$ cat src/rtl/cond_unit.sv
`default_nettype none
// ============================================================================
//  Module   : cond_unit
//  Purpose  : Condition/flags stage that sits directly after the ALU.
//             - Holds the architectural NZCV flags.
//             - Checks each instruction's 4-bit condition field against the
//               stored flags.
//             - Gates the branch, register-write and memory-write controls.
//             - Updates the flags from ALUFlags.
//             - Keeps saturating counters of executed and skipped live
//               instructions.
//  Ports    : clk, reset (sync, active-high)
//             en, flush, valid_in          - pipeline slot control
//             Cond[3:0], ALUFlags[3:0]     - condition field, {N,Z,C,V} from ALU
//             FlagW[1:0]                   - [1] writes N,Z ; [0] writes C,V
//             PCS, RegW, MemW, NoWrite     - raw control inputs
//             PCSrc, RegWrite, MemWrite    - gated controls (combinational)
//             CondEx                       - live instruction passed its condition
//             Flags[3:0]                   - stored {N,Z,C,V}
//             exec_cnt, skip_cnt [CNT_W]   - saturating instruction counters
//  Revision : 1.0 - initial release
// ============================================================================
module cond_unit #(
   parameter int CNT_W = 16
) (
   input  logic             clk,
   input  logic             reset,
   input  logic             en,
   input  logic             flush,
   input  logic             valid_in,
   input  logic [3:0]       Cond,
   input  logic [3:0]       ALUFlags,
   input  logic [1:0]       FlagW,
   input  logic             PCS,
   input  logic             RegW,
   input  logic             MemW,
   input  logic             NoWrite,
   output logic             PCSrc,
   output logic             RegWrite,
   output logic             MemWrite,
   output logic             CondEx,
   output logic [3:0]       Flags,
   output logic [CNT_W-1:0] exec_cnt,
   output logic [CNT_W-1:0] skip_cnt
);

   localparam logic [CNT_W-1:0] CNT_ONE = {{(CNT_W-1){1'b0}}, 1'b1};

   logic [3:0]       flags_reg;
   logic [CNT_W-1:0] exec_reg;
   logic [CNT_W-1:0] skip_reg;

   logic             live;
   logic             cond_pass;
   logic             cond_ex;
   logic             flag_n, flag_z, flag_c, flag_v;

   assign flag_n = flags_reg[3];
   assign flag_z = flags_reg[2];
   assign flag_c = flags_reg[1];
   assign flag_v = flags_reg[0];

   // The condition is decoded against the stored flags, so a flag-setting
   // instruction only affects the instructions that follow it.
   always_comb begin
      cond_pass = 1'b0;
      case (Cond)
         4'h0:    cond_pass = flag_z;
         4'h1:    cond_pass = ~flag_z;
         4'h2:    cond_pass = flag_c;
         4'h3:    cond_pass = ~flag_c;
         4'h4:    cond_pass = flag_n;
         4'h5:    cond_pass = ~flag_n;
         4'h6:    cond_pass = flag_v;
         4'h7:    cond_pass = ~flag_v;
         4'h8:    cond_pass = flag_c & ~flag_z;
         4'h9:    cond_pass = ~flag_c | flag_z;
         4'hA:    cond_pass = (flag_n == flag_v);
         4'hB:    cond_pass = (flag_n != flag_v);
         4'hC:    cond_pass = ~flag_z & (flag_n == flag_v);
         4'hD:    cond_pass = flag_z | (flag_n != flag_v);
         4'hE:    cond_pass = 1'b1;
         default: cond_pass = 1'b0;   // reserved encoding never executes
      endcase
   end

   // Reset is folded in here so that every gated output and both counter
   // enables are quiet during the reset cycle.
   assign live    = valid_in & en & ~flush & ~reset;
   assign cond_ex = live & cond_pass;

   assign CondEx   = cond_ex;
   assign PCSrc    = PCS & cond_ex;
   assign RegWrite = RegW & cond_ex & ~NoWrite;
   assign MemWrite = MemW & cond_ex;

   // The state outputs also read zero while reset is asserted.
   assign Flags    = reset ? 4'b0000 : flags_reg;
   assign exec_cnt = reset ? {CNT_W{1'b0}} : exec_reg;
   assign skip_cnt = reset ? {CNT_W{1'b0}} : skip_reg;

   always_ff @(posedge clk) begin
      if (reset) begin
         flags_reg <= 4'b0000;
         exec_reg  <= {CNT_W{1'b0}};
         skip_reg  <= {CNT_W{1'b0}};
      end else begin
         if (cond_ex) begin
            // The two flag halves are written independently.
            if (FlagW[1]) flags_reg[3:2] <= ALUFlags[3:2];
            if (FlagW[0]) flags_reg[1:0] <= ALUFlags[1:0];
            if (!(&exec_reg)) exec_reg <= exec_reg + CNT_ONE;
         end
         if (live && !cond_pass && !(&skip_reg)) begin
            skip_reg <= skip_reg + CNT_ONE;
         end
      end
   end

endmodule
`default_nettype wire

$ cat config.mk
export PLATFORM = sky130hd
export DESIGN_NAME = cond_unit
export DESIGN_NICKNAME = d
export VERILOG_FILES = /design/src/rtl/cond_unit.sv
export SDC_FILE = /design/constraint.sdc
export NUM_CORES = 1
export LEC_CHECK = 0
export BUFFER_PORTS_ARGS = -buffer_cell sky130_fd_sc_hd__buf_4
export CAP_MARGIN = 10
export CELL_PAD_IN_SITES_DETAIL_PLACEMENT = 2
export CELL_PAD_IN_SITES_GLOBAL_PLACEMENT = 2
export CORE_MARGIN = 5
export CORE_UTILIZATION = 30
export CTS_BUF_LIST = sky130_fd_sc_hd__clkbuf_8
export DETAILED_ROUTE_END_ITERATION = 16
export PLACE_DENSITY_LB_ADDON = 0.1
export SYNTH_ARGS = -nofsm -noshare
export SYNTH_HDL_FRONTEND = slang
export SYNTH_SLANG_ARGS = --single-unit
$ cat constraint.sdc
create_clock -name clk -period 3.8 [get_ports clk]
set_clock_uncertainty 0.2 [all_clocks]
set_input_delay 0 -clock clk [delete_from_list [all_inputs] [get_ports clk]]
set_output_delay 0 -clock clk [all_outputs]
set_load 0.02 [all_outputs]
; Yosys cells after proc, flatten, opt, wreduce, memory -nomap -nowiden
; Index checks and enable logic that the tools add are counted.
[word_totals]
input_bits = 19
ramBits = 0
rom_bits = 0
elab_cells = 56
latch_bits = 0
output_inout_bits = 40
mem_count = 0
regBits = 36
[classes]
bitwise = 20
n_reduce_logical = 10
n_lt_le_gt_ge = 0
multipliers = 0
n_addsub = 2
eq_ne = 16
shift = 0
n_mux = 4
n_div = 0
[ops]
columns = operator, count
row1 = $add A16 B1 Y16 const B, 2
row2 = $mux W16, 2
row3 = $reduce_and A16 Y1, 2
row4 = $eq A4 B4 Y1 const B, 7
row5 = $eq A4 B3 Y1 const B, 4
row6 = $pmux W1 S15, 1
row7 = $and A1 B1 Y1, 10
row8 = $eq A4 B2 Y1 const B, 2
row9 = $not A1 Y1, 8
row10 = $reduce_and A2 Y1, 3
row11 = $eq A4 B1 Y1 const B, 1
row12 = $logic_not A4 Y1, 1
row13 = $mux W4, 1
row14 = $logic_and A1 B1 Y1, 2
row15 = $logic_not A1 Y1, 2
row16 = $or A1 B1 Y1, 2
row17 = $eq A1 B1 Y1, 1
row18 = $ne A1 B1 Y1, 1

; Logic depth before layout (Yosys ltp)
[depth]
depth_word = 6
ltp_mapped = 9
ltp_nobuf = 6

; Least setup slack after synthesis
; No wires, ideal clock.
[synth_timing]
kind = reg2reg
from = reg flags_reg[3]
to = reg skip_reg[13]
arrival_ps = 2408
t_required_ps = 3479
synth_period_minus_slack_ps = 2728
setup_slack_ps = 1072
setup_time_ps = 121
path_buffers = 3
path_stages_with_launch = 10
path_cell_list = dfxtp_1 -> buf_6 -> xor2_1 -> and3_1 -> o311a_4 -> or4b_4 -> buf_6 -> buf_6 -> nor3_1 -> mux2_2
[synth_between]
elab_chain_cells = 6
elab_cells_between_ends = 9
classes_between = eq/ne (2) / mux (1) / bitwise (3) / reduce/logical (3)
[synth_rtl]
columns = element, line
row1 = from (decl), 49  ; logic [3:0] flags_reg;
row2 = from (signal assigned), 110  ; if (FlagW[1]) flags_reg[3:2] <= ALUFlags[3:2];
row3 = $ne A1 B1 Y1 or $eq A1 B1 Y1 (tied branches), --
row4 = $or A1 B1 Y1 or $and A1 B1 Y1 (tied branches), "81, 80"
row5 = $pmux W1 S15 (*), 67  ; case (Cond)
row6 = $logic_not A1 Y1 (*), 114  ; if (live && !cond_pass && !(&skip_reg)) begin
row7 = $logic_and A1 B1 Y1 (*) (2 in series), 114
row8 = to (signal assigned), 106  ; skip_reg <= {CNT_W{1'b0}};
row9 = to (signal assigned), 115  ; skip_reg <= skip_reg + CNT_ONE;
row10 = to (decl), 51  ; logic [CNT_W-1:0] skip_reg;
; Mark *: on every way between the ends. The rest lies on a longest branch, timed or not.
; A chain may end at the register's enable or synchronous reset.

; Worst setup path in the final report
[layout_timing]
from = reg flags_reg[3]
to = reg flags_reg[0]
[layout_between]
elab_chain_cells = 5
elab_cells_between_ends = 8
classes_between = eq/ne (2) / mux (1) / bitwise (4) / reduce/logical (1)
[layout_rtl]
columns = element, line
row1 = $ne A1 B1 Y1 or $eq A1 B1 Y1 (tied branches), --
row2 = $or A1 B1 Y1 or $and A1 B1 Y1 (tied branches), "81, 80"
row3 = $pmux W1 S15 (*), 67
row4 = $and A1 B1 Y1 (*), 90  ; assign cond_ex = live & cond_pass;
row5 = $reduce_and A2 Y1 (no line) (*), --
; Marked as above.

==> impl_metrics.toml <==
[sta]
worstMarginPinSlew_ps = 912.5
timing_hold_violations_final = 0
maxClockFrequency_mhz = 303.2
unrepaired_setup_endpoints_after_global_routing = "false"
period_needed_ps = 3298
slew_headroom_pct = 38.65
setup_viol = 0
final_min_period_over_clock_period_pct = 86.79
timing_max_transition_violations_final = 0
finalSetupTns_ps = 0

[worst_setup_path]
worst-endpoint-required_ps = 3780
critPathKind = "reg -> reg"
crit_fanout = 7
regToRegStartpoint = "flags_reg[3]"
worst_setup_path_startpoint = "flags_reg[3]"
worst-r2r-setup-slack_ps = 500
worst_ep_arrival_time_ps = 3280
crit_reg_reg_endpoint = "flags_reg[0]"
r2r.worst_path.cells = 7
worstSetupStartpointType = "flip-flop"
crit_path_end = "flags_reg[0]"
critPathCaptureType = "flip-flop"

[synth]
count_of_flip_flops_with_a_built_in_enable_after_synthesis = 0
synth.avg_cell_area_um2 = 7.907
asyncSetResetFlopFracSynth_pct = 0
yosysWarningCount = 0
postSynthCellCount = 285
netlist_area_mm2 = 0.002253
postSynthNetCount = 306
flip_flop_and_latch_count_after_synthesis = 36
sequential_to_total_area_share_from_yosys_stat_pct = 31.98
synthFlopType = "sky130_fd_sc_hd__dfxtp_1"
synth_cell_types = 43

[clock_network]
cts.path.max_buffers = 2
cts_stage_hold_buffer_count = 8
cts_made_buffers = 5
cts_root_buffer = "sky130_fd_sc_hd__clkbuf_8"
post-cts-setup-buffer-count = 0
worst_setup_hold_path_clk_slew_ps = 80
tritoncts_num_sinks = 36
clk_latency_ps = 290
cts.repair.resized = 0
htreeDepth = 2
clock_tree_from_tritoncts = "done"

[route]
antenna_violating_nets_post_route = 0
dr.max_layer_used = "met4"
via_per_inst = 5.229
wl_met1_um = 3432
detailroute.wirelength.met3_um = 187
finalWirelength_um = 7227
route.detailed.wl_per_inst_um = 16.24
route.vias.total = 2327
drt_drc_violations_left = 0
drt_first_pass_iters = 4
route.met2.wl_um = 3555
detail_route.iter0.violations = 64

[cells_and_area]
diodes = 0
layout_commonest_cell = "sky130_fd_sc_hd__buf_4"
most-common-layout-cells = "61 x sky130_fd_sc_hd__buf_4, 37 x sky130_fd_sc_hd__nor2b_1, 36 x sky130_fd_sc_hd__dfxtp_1, 25 x sky130_fd_sc_hd__nand2_1, 22 x sky130_fd_sc_hd__o21ai_0"
final_core_util_pct = 40.00
flow.area_growth_from_synthesis_pct = 29.43
stdcell_area_mm2 = 0.002917
layout.nets = 366
layout-drive-gt1-share_pct = 23.70
finalNonFillerCells = 445

[floorplanning]
initial_core_util_pct = 30.90
rows = 31
die_height_um = 96.67
floorplan.core_area_mm2 = 0.007292
boundaryPins = 59
chipWidth_um = 96.67
die_area_mm2 = 0.009345

[power_and_ir_drop]
total_power_w = 0.0007341
max_ir_drop_vdd_mv = 0.1110
total_leakage_power_nw = 1.183
areal_power_density_over_the_cells_mw_per_mm2 = 251.7

[global_route]
grt_antenna_before_repair = 0
grt_first_pass_wirelength_um = 11920
grt-ovfl-total = 0
track_usage_pct = 15.09
via_count_of_the_first_global_routing_pass = 2434
largest_net_degree_at_the_start_of_global_routing = 67

[status]
run_status = "completed"

[place]
dp_hpwl_um = 5270
cell_total_after_placement = 429
place_area_mm2 = 0.002744
globalplace.congestion = 0.7257
io_buffer_count = 58

[job]
max_capacitance_violation_count = 0

[min_path]
worstHoldPathType = "in -> reg"
-- critical path: stages, from the launching register on --
cell	delay, ps
sky130_fd_sc_hd__dfxtp_1	460
sky130_fd_sc_hd__xor2_1	240
sky130_fd_sc_hd__o221ai_1	180
sky130_fd_sc_hd__o311a_4	350
sky130_fd_sc_hd__o31ai_1	790
sky130_fd_sc_hd__nor2_1	130
sky130_fd_sc_hd__mux2_2	300
sky130_fd_sc_hd__dlygate4sd3_1	540
-- layout make-up --
type / count / area (um2)
fillers: 894 / 4375
multi-input cells: 222 / 1400
flip-flops and latches: 36 / 720.7
repair buffers: 69 / 538.0
well taps: 99 / 123.9
clock buffers: 6 / 82.58
inverters: 11 / 41.29
clock inverters: 2 / 10.01
-- layer usage --
layer  track usage, %  vias up
met5                0        -
met4            3.240        0
met3            3.237        4
met2            26.27       35
met1            19.08     1140
li1                 -     1148
-- cell usage after synthesis (3+ instances only) --
cell type                  instances  area, um2
sky130_fd_sc_hd__nor2b_1          37      231.5
sky130_fd_sc_hd__dfxtp_1          36      720.7
sky130_fd_sc_hd__nand2_1          25      93.84
sky130_fd_sc_hd__o21ai_0          22      110.1
sky130_fd_sc_hd__nor2_1           17      63.81
sky130_fd_sc_hd__a21oi_1          11      55.05
sky130_fd_sc_hd__clkbuf_1         11      41.29
sky130_fd_sc_hd__inv_1            11      41.29
sky130_fd_sc_hd__nand3_1          11      55.05
sky130_fd_sc_hd__or4_1            11      82.58
sky130_fd_sc_hd__nand4_1          10      62.56
sky130_fd_sc_hd__mux2_2            8      90.09
sky130_fd_sc_hd__o31ai_1           8      60.06
sky130_fd_sc_hd__or3_1             8      50.05
sky130_fd_sc_hd__and3_1            7      43.79
sky130_fd_sc_hd__nor3_1            7      35.03
sky130_fd_sc_hd__buf_6             4      45.04
sky130_fd_sc_hd__xor2_1            4      35.03
sky130_fd_sc_hd__a211oi_1          3      22.52
sky130_fd_sc_hd__and2_1            3      18.77
-- cell families (layout without fill, tap and decap cells) --
group	count (synthesis)	count (layout)	share of synthesized area (%)
AOI/OAI and AO/OA	56	56	16.16
xor gates and xnor gates	4	4	1.555
adders and majority gates	2	2	1.110
buffers and inverters	27	88	5.885
DFF	36	36	31.98
muxes	10	10	4.886
and+or+nand+nor	150	150	38.42
-- per-stage QoR --
stage                     worst slack, ps  hold slack [ps]
final                               502.0            25.52
after global routing                347.4            64.96
after CTS                           481.3            13.09
after detailed placement            936.4            33.77
after global placement               1061            30.53
after floorplan                      1072           -117.2
-- worst min path at each step --
stage	startpoint	end	slack, ps	cells after the start
6_report	flush	skip_reg[14]	30	6
3_5_place_dp	ALUFlags[0]	flags_reg[0]	30	2
4_1_cts	flush	skip_reg[14]	10	6
2_1_floorplan	NoWrite	RegWrite	-120	1
3_3_place_gp	ALUFlags[0]	flags_reg[0]	30	2
5_1_grt	NoWrite	RegWrite	60	3
-- where the power goes --
group	total [W]	leakage (nW)	internal (W)	switching, W
clock network	0.000295	0.0510	0.000145	0.000150
registers	0.000379	0.290	0.000378	0.00000157
logic	0.0000594	0.842	0.0000264	0.0000331
total	0.000734	1.18	0.000549	0.000185
(Power assumes the default switching activity.)
